$ cat src/rtl/row_fifo_serializer_pkg.sv
// Shared types and default geometry for the row-to-word FIFO serializer.
// The row buffer and the rclk-side aggregator use the same constants.
package row_fifo_serializer_pkg;

  localparam int DEF_DATA_WIDTH  = 11;
  localparam int DEF_FETCH_WIDTH = 5;
  localparam int DEF_ADDR_WIDTH  = 7;
  localparam int DEF_DEPTH       = 128;
  localparam int ROW_WIDTH       = DEF_FETCH_WIDTH * DEF_DATA_WIDTH;

  typedef enum logic [2:0] {
    ST_IDLE    = 3'd0,
    ST_READ    = 3'd1,
    ST_CAPTURE = 3'd2,
    ST_SEND    = 3'd3,
    ST_DONE    = 3'd4
  } state_t;

  // A single-lane row still needs a one-bit counter to stay legal.
  function automatic int lane_cnt_width(input int fetch_width);
    return (fetch_width > 1) ? $clog2(fetch_width) : 1;
  endfunction

endpackage

$ cat src/rtl/row_fifo_serializer.sv
// Reads packed rows from a one-cycle-latency row buffer and pushes them into
// the async FIFO one word per cycle, lane 0 (LSB slice) first, honouring wfull.
module row_fifo_serializer
  import row_fifo_serializer_pkg::*;
#(
  parameter int DATA_WIDTH  = DEF_DATA_WIDTH,
  parameter int FETCH_WIDTH = DEF_FETCH_WIDTH,
  parameter int ADDR_WIDTH  = DEF_ADDR_WIDTH,
  parameter int DEPTH       = DEF_DEPTH
) (
  input  logic                              wclk,
  input  logic                              wrst_n,
  input  logic                              start,
  input  logic [ADDR_WIDTH-1:0]             start_addr,
  input  logic [ADDR_WIDTH:0]               num_rows,
  output logic                              busy,
  output logic                              done,
  output logic                              mem_ren,
  output logic [ADDR_WIDTH-1:0]             mem_radr,
  input  logic [FETCH_WIDTH*DATA_WIDTH-1:0] mem_rdata,
  output logic                              fifo_winc,
  output logic [DATA_WIDTH-1:0]             fifo_wdata,
  input  logic                              fifo_wfull
);

  localparam int ROW_W  = FETCH_WIDTH * DATA_WIDTH;
  localparam int LANE_W = lane_cnt_width(FETCH_WIDTH);

  localparam logic [LANE_W-1:0]     LAST_LANE = LANE_W'(FETCH_WIDTH - 1);
  localparam logic [ADDR_WIDTH-1:0] LAST_ADDR = ADDR_WIDTH'(DEPTH - 1);

  state_t                r_state;
  state_t                w_next_state;
  logic [ADDR_WIDTH-1:0] r_addr;
  logic [ADDR_WIDTH:0]   r_remaining;
  logic [ROW_W-1:0]      r_shift;
  logic [LANE_W-1:0]     r_lane;
  logic                  w_write;

  // NOTE: sequential state uses non-blocking assignments so every register
  // samples pre-edge values regardless of process ordering.
  always_ff @(posedge wclk) begin
    if (!wrst_n) r_state <= ST_IDLE;
    else         r_state <= w_next_state;
  end

  // NOTE: every output of this block gets a default first, so no path through
  // the case statement can leave a signal unassigned and infer a latch.
  always_comb begin
    w_next_state = r_state;
    busy         = 1'b0;
    done         = 1'b0;
    mem_ren      = 1'b0;
    fifo_winc    = 1'b0;
    w_write      = 1'b0;
    case (r_state)
      ST_IDLE: begin
        if (start) w_next_state = (num_rows == '0) ? ST_DONE : ST_READ;
      end
      ST_READ: begin
        busy         = 1'b1;
        mem_ren      = 1'b1;
        w_next_state = ST_CAPTURE;
      end
      ST_CAPTURE: begin
        busy         = 1'b1;
        w_next_state = ST_SEND;
      end
      ST_SEND: begin
        busy      = 1'b1;
        w_write   = !fifo_wfull;
        fifo_winc = w_write;
        if (w_write && (r_lane == LAST_LANE))
          w_next_state = (r_remaining != '0) ? ST_READ : ST_DONE;
      end
      ST_DONE: begin
        done         = 1'b1;
        w_next_state = ST_IDLE;
      end
      default: w_next_state = ST_IDLE;
    endcase
  end

  // NOTE: the shift register is a plain datapath register, not a RAM, so it is
  // cleared by reset along with the counters; a dropped row leaves no residue.
  always_ff @(posedge wclk) begin
    if (!wrst_n) begin
      r_addr      <= '0;
      r_remaining <= '0;
      r_shift     <= '0;
      r_lane      <= '0;
    end else begin
      case (r_state)
        ST_IDLE: begin
          if (start) begin
            r_addr      <= start_addr;
            r_remaining <= num_rows;
          end
        end
        ST_CAPTURE: begin
          r_shift     <= mem_rdata;
          r_lane      <= '0;
          r_addr      <= (r_addr == LAST_ADDR) ? '0 : r_addr + 1'b1;
          r_remaining <= r_remaining - 1'b1;
        end
        ST_SEND: begin
          // wfull freezes the shift register, so the presented word is retried.
          if (w_write) begin
            r_shift <= r_shift >> DATA_WIDTH;
            r_lane  <= r_lane + 1'b1;
          end
        end
        default: ;
      endcase
    end
  end

  assign mem_radr   = r_addr;
  assign fifo_wdata = r_shift[DATA_WIDTH-1:0];

endmodule

$ cat config.mk
export PLATFORM = sky130hd
export DESIGN_NAME = row_fifo_serializer
export DESIGN_NICKNAME = d
export VERILOG_FILES = /design/src/rtl/row_fifo_serializer_pkg.sv /design/src/rtl/row_fifo_serializer.sv
export SDC_FILE = /design/constraint.sdc
export NUM_CORES = 1
export LEC_CHECK = 0
export CAP_MARGIN = 20
export CORE_ASPECT_RATIO = 0.75
export CORE_MARGIN = 2
export CORE_UTILIZATION = 35
export CTS_BUF_LIST = sky130_fd_sc_hd__clkbuf_16
export DETAILED_ROUTE_END_ITERATION = 16
export GPL_TIMING_DRIVEN = 0
export PLACE_DENSITY = 0.61
export SLEW_MARGIN = 25
export SYNTH_ARGS = -nofsm -noshare
export SYNTH_HDL_FRONTEND = slang
export SYNTH_SLANG_ARGS = --single-unit
$ cat constraint.sdc
create_clock -name wclk -period 4.14 [get_ports wclk]
set_clock_uncertainty 0.15 [all_clocks]
set_input_delay 0.621 -clock wclk [delete_from_list [all_inputs] [get_ports wclk]]
set_output_delay 0.621 -clock wclk [all_outputs]
set_load 0.03 [all_outputs]
### After elaboration in Yosys (flattened, before gate mapping)

Index checks and enable logic that the tools add are counted.
W data, S select, Z words.

* register bits: 76
* input port bits: 74

* add/subtract/negate cells: 3
* equal/unequal tests: 9
* multiplexer cells: 18
* reductions and logical operators: 11

Operator list (number)
* $pmux W55 S2: 1
* $mux W55: 1
* $pmux W8 S2: 1
* $mux W3: 5
* $mux W7: 2
* $pmux W7 S2: 1
* $pmux W3 S4: 1
* $logic_not A8 Y1: 1
* $mux W8: 1
* $reduce_bool A8 Y1: 1
* $sub A8 B1 Y8 const B: 1
* $add A7 B1 Y7 const B: 1
* $eq A7 B7 Y1 const B: 1
* $eq A3 B2 Y1 const B: 2
* $eq A3 B3 Y1 const B: 2
* $ne A2 B2 Y1 const B: 3
* $pmux W3 S2: 1
* $reduce_and A2 Y1: 3
* $mux W1: 4
* $reduce_bool A2 Y1: 2
* $add A3 B1 Y3 const B: 1
* $eq A3 B1 Y1 const B: 1
* $logic_not A3 Y1: 1
* $reduce_or A3 Y1: 1
* 2 further kinds: 2

### Longest topological paths before layout

* word-level depth: 4
* mapped depth: 7

### Worst setup path before layout

OpenSTA, ideal clock, no wires.

* path kind: input-to-reg
* start point: input fifo_wfull
* end point: register r_shift[45]
* library setup time: 0.128 ns
* arrival: 2.453 ns
* required time: 3.862 ns
* path slack: 1.410 ns
* cell stages on the path: 5
* path buffers: 1
* path through: nor4bb_1 > nor2_1 > buf_2 > a22oi_1 > nor2_1

* cells in the longest elaborated chain, start to end: 4

Ends and longest elaborated chain
* from (decl): RTL line row_fifo_serializer.sv:23 `input logic fifo_wfull`
* $logic_not A1 Y1: RTL line row_fifo_serializer.sv:71 `w_write = !fifo_wfull;`
* $mux W1: RTL line row_fifo_serializer.sv:56 `case (r_state)`
* $ne A2 B2 Y1 (no source line)
* $reduce_and A2 Y1 (no source line)
* to (signal assigned): RTL line row_fifo_serializer.sv:101 `r_shift <= mem_rdata;`
* to (signal assigned): RTL line row_fifo_serializer.sv:109 `r_shift <= r_shift >> DATA_WIDTH;`
* to (decl): RTL line row_fifo_serializer.sv:36 `logic [ROW_W-1:0] r_shift;`

No other way between the ends.
A chain may end at the register's enable or synchronous reset.

### Final worst setup path

* start point: input fifo_wfull
* end point: output fifo_winc

* cells in the longest elaborated chain, start to end: 2

Ends and longest elaborated chain
* $logic_not A1 Y1: RTL line row_fifo_serializer.sv:71
* $mux W1: RTL line row_fifo_serializer.sv:56
* to (decl): RTL line row_fifo_serializer.sv:21 `output logic fifo_winc,`

No other way between the ends.

==> impl_summary.md <==
Power and ir drop
The combinational cell fraction of total power is around 24%. In this run switching power makes up 29.14% of total power. The internal power of the cells totals 1599 uW. Dividing total power by cell area gives a power density of 452.8 nW/um^2. Sequential cells account for 39.1% of the total power. The share of total power in the clock network is 36.8%.

The static leakage is ~0.002 uW. The switching power is 657.4 uW. The peak supply drop is ~0.24 mV.

Die
From left edge to right edge, the die measures ~120 microns. After floorplanning, the core was divided into 31 placement rows. The starting density of the core is 36.43%. The die covers 11,010 sq um.

The region available for standard cell placement spans around 9800 sq um. During I/O placement, the number of pins put on the boundary was 96. In this run the vertical extent of the chip is 91.36 microns.

Outcome
The run finished with clean final reports.

Synth
After synthesis the cells add up to 3561 sq um. The number of cells produced by synthesis is 396. The Yosys step of the flow raised 0 warnings.

The biggest area consumer among synthesized cells is dfxtp_1. The sequential-to-total area share from yosys stat is 42.73%. Summed over its instances, the top area cell type makes up between 40% and 50% of the synthesized netlist area. The average instance in the mapped netlist occupies 8.992 sq um. By area the synthesized netlist is led by dfxtp_1 43%, mux2i_1 13%, a211oi_1 9.5%. In the synthesized netlist, the cells that appear most often are 76 x dfxtp_1, 70 x nor2_1, 45 x a211oi_1, 45 x mux2i_1, 17 x clkbuf_1. The number of unique standard cell types used by synthesis is 46.

The most frequently used flop master after synthesis is dfxtp_1. dfxtp_1 is the most common cell in the netlist. The number of nets in the synthesized netlist is 474. The number of flops mapped to enable cells by yosys is 0.

Counting flops and latches in the post-synthesis netlist gives 76. After synthesis, the share of flip-flops with an asynchronous set or reset is 0%.

Clock network
The H-tree was split into 3 levels. The number of resized instances in the post-cts repair step is 0. The cts-stage hold buffer count is 0. The clock root buffer is clkbuf_16. TritonCTS built the clock tree. The source-to-sink clock delay at the later pin of the worst-skew pair is ~0.33 ns. In this run, CTS created clock tree buffers numbering 9. The clock-pin slew reported for the worst setup and hold paths after clock tree synthesis is 0.06 ns. The count of buffers added by post-CTS timing repair for setup is 0.

The total number of clock tree sinks is 76. The longest clock path from root to sink contains 2 buffers.

GRT
The first-pass GRT wire length is 16.57 mm. After global routing the overflow that remains totals 0. The number of global-route vias before repair is 3,127. The initial antenna violation count was 0.

The maximum number of pins on one net before global-route repair is 14. The total track usage is 19.11%.

Setup path
In this design, the stage delay of the slowest critical-path cell is around 0.8 ns. The type of element launching the critical path is a primary input. The critical setup path kind is in2out. Counting stages on the worst path, the most repeated cell is clkdlybuf4s50_1.

The kind of end point of the critical path is an output port. Along the worst path, the maximum fanout reaches 5. The required time of the critical path is 3.37 ns. The critical path goes through clkdlybuf4s50_1, nor4bb_1, clkdlybuf4s50_1. Among cell families on the critical path, the largest total delay comes from buffers and inverters. Data arrives at the worst endpoint at 2.70 ns. For this design, the slowest cell found on the critical path is clkdlybuf4s50_1.

The number of buffer and inverter instances along the worst setup path is 2.

Flow run
The number of violations of the max-capacitance limit is 0.

Route
The detailed-route vias per instance is 5.111. After detailed routing, the number of remaining DRC violations is 0. The number of optimization iterations in the first detailed-route pass is 4. After the first detailed-routing iteration, the DRC count stood at 175. Dividing the detail-routed wire length by the instance count gives 16.02 microns. The total vias in the final route is 3,261. The routed wire length is 10.22 mm. The number of routed nets with antenna violations is 0.

Place
The count of input and output buffers is 94. At the end of routability-driven placement, the weighted congestion stood at 0.8599. Timing analysis after detailed placement gives a worst setup slack of 0.6323 ns.

Once detailed placement completed, the half-perimeter wirelength came to 7.594 mm.

Timing
The worst setup margin is between 0.6 and 0.7 ns. The worst path needs 3.473 ns of the cycle, external delays included. The ratio of final minimum period to clock period is 83.88%.

Summed over all failing endpoints, the final setup total negative slack is 0 ns. The maximum clock rate is between 200 and 300 MHz. Setup violations remaining at the end of the flow were counted as 0.

The max-slew violation total from the final report is 0. Setup repair after global routing left no endpoint under its margin. The worst pin sits at a relative slew slack of 43.65%. The final count of hold timing violations is 0. At the pin with the least slew margin, the transition time is 0.8339 ns.

Final layout
The post-route netlist has a little over 8% of its cells at a drive strength greater than 1. The count of inserted antenna diode cells is 0. At the end of the flow the core is filled with cells to 50.99%. The post-synthesis to final-layout area growth is 39.95%. The layout has ~960 filler cells.

The net count of the finished layout is 579.

Hold path
The class of the worst hold path is reg2reg.
[state kept, by name, summed over array words and instances, names as in the netlist]
| register | count |
|---|---|
| r_remaining | 8 |
| r_shift | 55 |
| mem_radr | 7 |
| r_lane | 3 |
| r_state | 3 |
[power by group through the flow]
stage	clock, uW	combinational [uW]	sequential, uW
after floorplan	0	328	895
after global placement	0	535	893
after detailed placement	0	542	897
after CTS	843	545	881
after global routing	877	597	894
final	831	544	882
[placed cells by master, fill, tap and decap left out, types with 2 or more instances in the layout]
master           count
a211oi_1            45
a21oi_1             13
a221oi_1             2
a22oi_1             15
a31oi_1              4
and2_1               3
buf_2               10
buf_4               13
bufinv_16            2
clkbuf_1            17
clkbuf_16            9
clkdlybuf4s50_1     94
clkinvlp_4           3
dfxtp_1             76
ha_1                 4
inv_1                5
mux2i_1             45
nand2_1             11
nand3_1             10
nor2_1              70
nor2b_1              2
nor3_1              10
nor3b_1              2
nor4_1               3
o211ai_1             2
o21ai_0              6
o22ai_1              2
or3_1                2
or4_1                3
[worst reg2reg max path, stage by stage, from the launching register on]
cell and delay, ns:
dfxtp_1 0.32, buf_2 0.19, nor3b_1 0.53, clkbuf_1 0.47
buf_2 0.32, a22oi_1 0.11, nor2_1 0.11
[through the flow]
step,std cells,hold WS [ns],power (uW),instance area (sq um)
2_1_floorplan,396,0.2934,1223,3561
3_5_place_dp,622,0.3101,1439,4667
4_1_cts,638,0.3192,2269,4984
3_3_place_gp,622,0.3075,1428,4667
6_report,638,0.3141,2256,4984
5_1_grt,638,0.3698,2369,4984
[kinds of logic (layout without fill, tap and decap cells)]
family	Yosys count	count (layout)	synth area share [%]
and+or+nand+nor	125	125	16.76
AOI/OAI and AO/OA	98	98	19.47
DFF	76	76	42.73
buffers and inverters	47	157	6.676
muxes	46	46	12.97
adders and majority gates	4	4	1.406
[layout make-up]
type | count | area [sq um] | area share (%)
Multi-Input combinational cell | 273 | 1802 | 36.15
Sequential cell | 76 | 1521 | 30.53
Timing Repair Buffer | 94 | 940.9 | 18.88
Clock buffer | 9 | 225.2 | 4.519
Buffer | 41 | 215.2 | 4.318
Tap cell | 132 | 165.2 | 3.314
Clock inverter | 7 | 91.34 | 1.833
Inverter | 6 | 22.52 | 0.4519
[per-layer routing]
layer	share of wire [%]	GRT usage, %
met4	0.60	3.779
met3	6.7	5.465
met2	42	27.68
met1	51	28.12
met5	0	0
[worst paths after layout]
| path | slack, ns | cells past startpoint | end | start |
|---|---|---|---|---|
| worst max register to register | 1.89 | 6 | r_shift[47]$_SDFFE_PN0P_ | r_state[2]$_SDFFE_PN0P_ |
| worst max-delay path | 0.67 | 3 | fifo_winc | fifo_wfull |
| worst min-delay path | 0.31 | 2 | r_remaining[6]$_SDFFE_PN0P_ | r_remaining[6]$_SDFFE_PN0P_ |
| worst min register to register | 0.31 | 2 | r_remaining[6]$_SDFFE_PN0P_ | r_remaining[6]$_SDFFE_PN0P_ |
No activity file was read; power rests on OpenSTA's default activity.
==> variant: new RTL, config.mk and constraints unchanged <==
Set the package constant `DEF_DATA_WIDTH` to 22 (it was 11).
--- a/src/rtl/row_fifo_serializer_pkg.sv
+++ b/src/rtl/row_fifo_serializer_pkg.sv
@@ -4,3 +4,3 @@
 
-  localparam int DEF_DATA_WIDTH  = 11;
+  localparam int DEF_DATA_WIDTH  = 22;
   localparam int DEF_FETCH_WIDTH = 5;
Interface: changed (resized fifo_wdata and mem_rdata); port bits go from 96 to 162. The function was not compared with the original's and may differ.
==> variant against the original RTL <==
Power increased by 71%. Utilization decreased by 0.098 points. Routed wire length increased by 91%. Cell area increased by 66%. Register-to-register slack got worse by 0.20 ns. Setup slack got worse by 0.010 ns. Sequential cell count increased by 55. Via count increased by 83%. Area after synthesis increased by 65%. Critical endpoint unchanged. Largest power group unchanged.
==> variant: results <==
export IMPL_largest_reg_flops=110
export IMPL_viasPerCell=5.242
export IMPL_dr_pass1_iters=5
export IMPL_cts_clk_slew_worst_paths_ns=0.06
export IMPL_grt_total_usage_pct=22.30
export IMPL_synth_area_leaders="dfxtp_1 45%, a311oi_1 13%, nand2_1 12%, nor2_1 7.9%, a22oi_1 3.5%"
export IMPL_post_place_cells=1110
export IMPL_synthToLayoutAreaGrowth_pct=40.77
export IMPL_cts_root_buf="clkbuf_16"
export IMPL_port_buffers=160
export IMPL_yosysUniqueCellTypes=50
export IMPL_cpPeakStageDelay_ns=0.81
export IMPL_vias=5981
export IMPL_use_met2_pct=30.42
export IMPL_insertion_delay_ns=0.42
export IMPL_met2_length_um=7498
export IMPL_cts_buffers=17
export IMPL_grt_pass1_wl_um=30810
export IMPL_muxShareOfSynthArea_pct=0.4269
export IMPL_synth_compound_area_share_pct=21.43
export IMPL_grt_max_degree=17
export IMPL_fillers=1612
export IMPL_dp_hpwl_um=14900
export IMPL_htreeDepth=4
export IMPL_wl_met1_um=10250
export IMPL_crit_arrival_ns=2.71
export IMPL_gp_congestion=0.8982
export IMPL_syn_inst=740
export IMPL_drtIter0Drc=388
export IMPL_synth_fp_nets=873
export IMPL_leakagePower_uw=0.003026
export IMPL_yosysMostFrequentCell="nand2_1"
export IMPL_yosys_top_cells_count="188 x nand2_1, 131 x dfxtp_1, 123 x nor2_1, 90 x a311oi_1, 50 x clkbuf_1"
export IMPL_met1_usage_pct=34.78
export IMPL_grt_use_met3_pct=5.348
export IMPL_grt_pass1_vias=5696
export IMPL_status="finished, final reports clean"
export IMPL_place_ws_ns=0.6134
export IMPL_synthXorXnorAreaFrac_pct=0.1494
export IMPL_dpl_cell_area_um2=7726
export IMPL_ir_drop_v=0.0003004
export IMPL_routed_wl_um=19500
export IMPL_ys_seq_area_share_pct=44.74
export IMPL_drive_gt1_share_pct=7.519
export IMPL_route_met3_wl_um=1549
variant: final timing paths:
path	start	to	slack, ns	cells past startpoint
max	fifo_wfull	fifo_winc	0.66	3
min	r_remaining[6]	r_remaining[6]	0.32	2
max reg2reg	r_state[1]	r_shift[87]	1.69	7
min reg2reg	r_remaining[6]	r_remaining[6]	0.32	2
variant: worst max-delay path: cells and delay by family:
family | cells | cell delay [ns]
buffers and inverters | 2 | 1.34
AND/OR/NAND/NOR | 1 | 0.75
variant: report_power, final:
part | leakage, µW | switching (µW) | internal [µW] | total, µW
combinational | 0.00169 | 520 | 432 | 951
clock | 0.000259 | 559 | 804 | 1360
sequential | 0.00107 | 115 | 1430 | 1540
variant: final cells by class:
| class | count | share of cell area [%] |
|---|---|---|
| timing repair buffer | 160 | 19.41 |
| inverter | 8 | 0.3639 |
| sequential | 131 | 31.78 |
| tap | 210 | 3.184 |
| buffer | 86 | 5.231 |
| multi-input combinational | 515 | 33.66 |
| clock buffer | 17 | 5.155 |
| clock inverter | 14 | 1.213 |
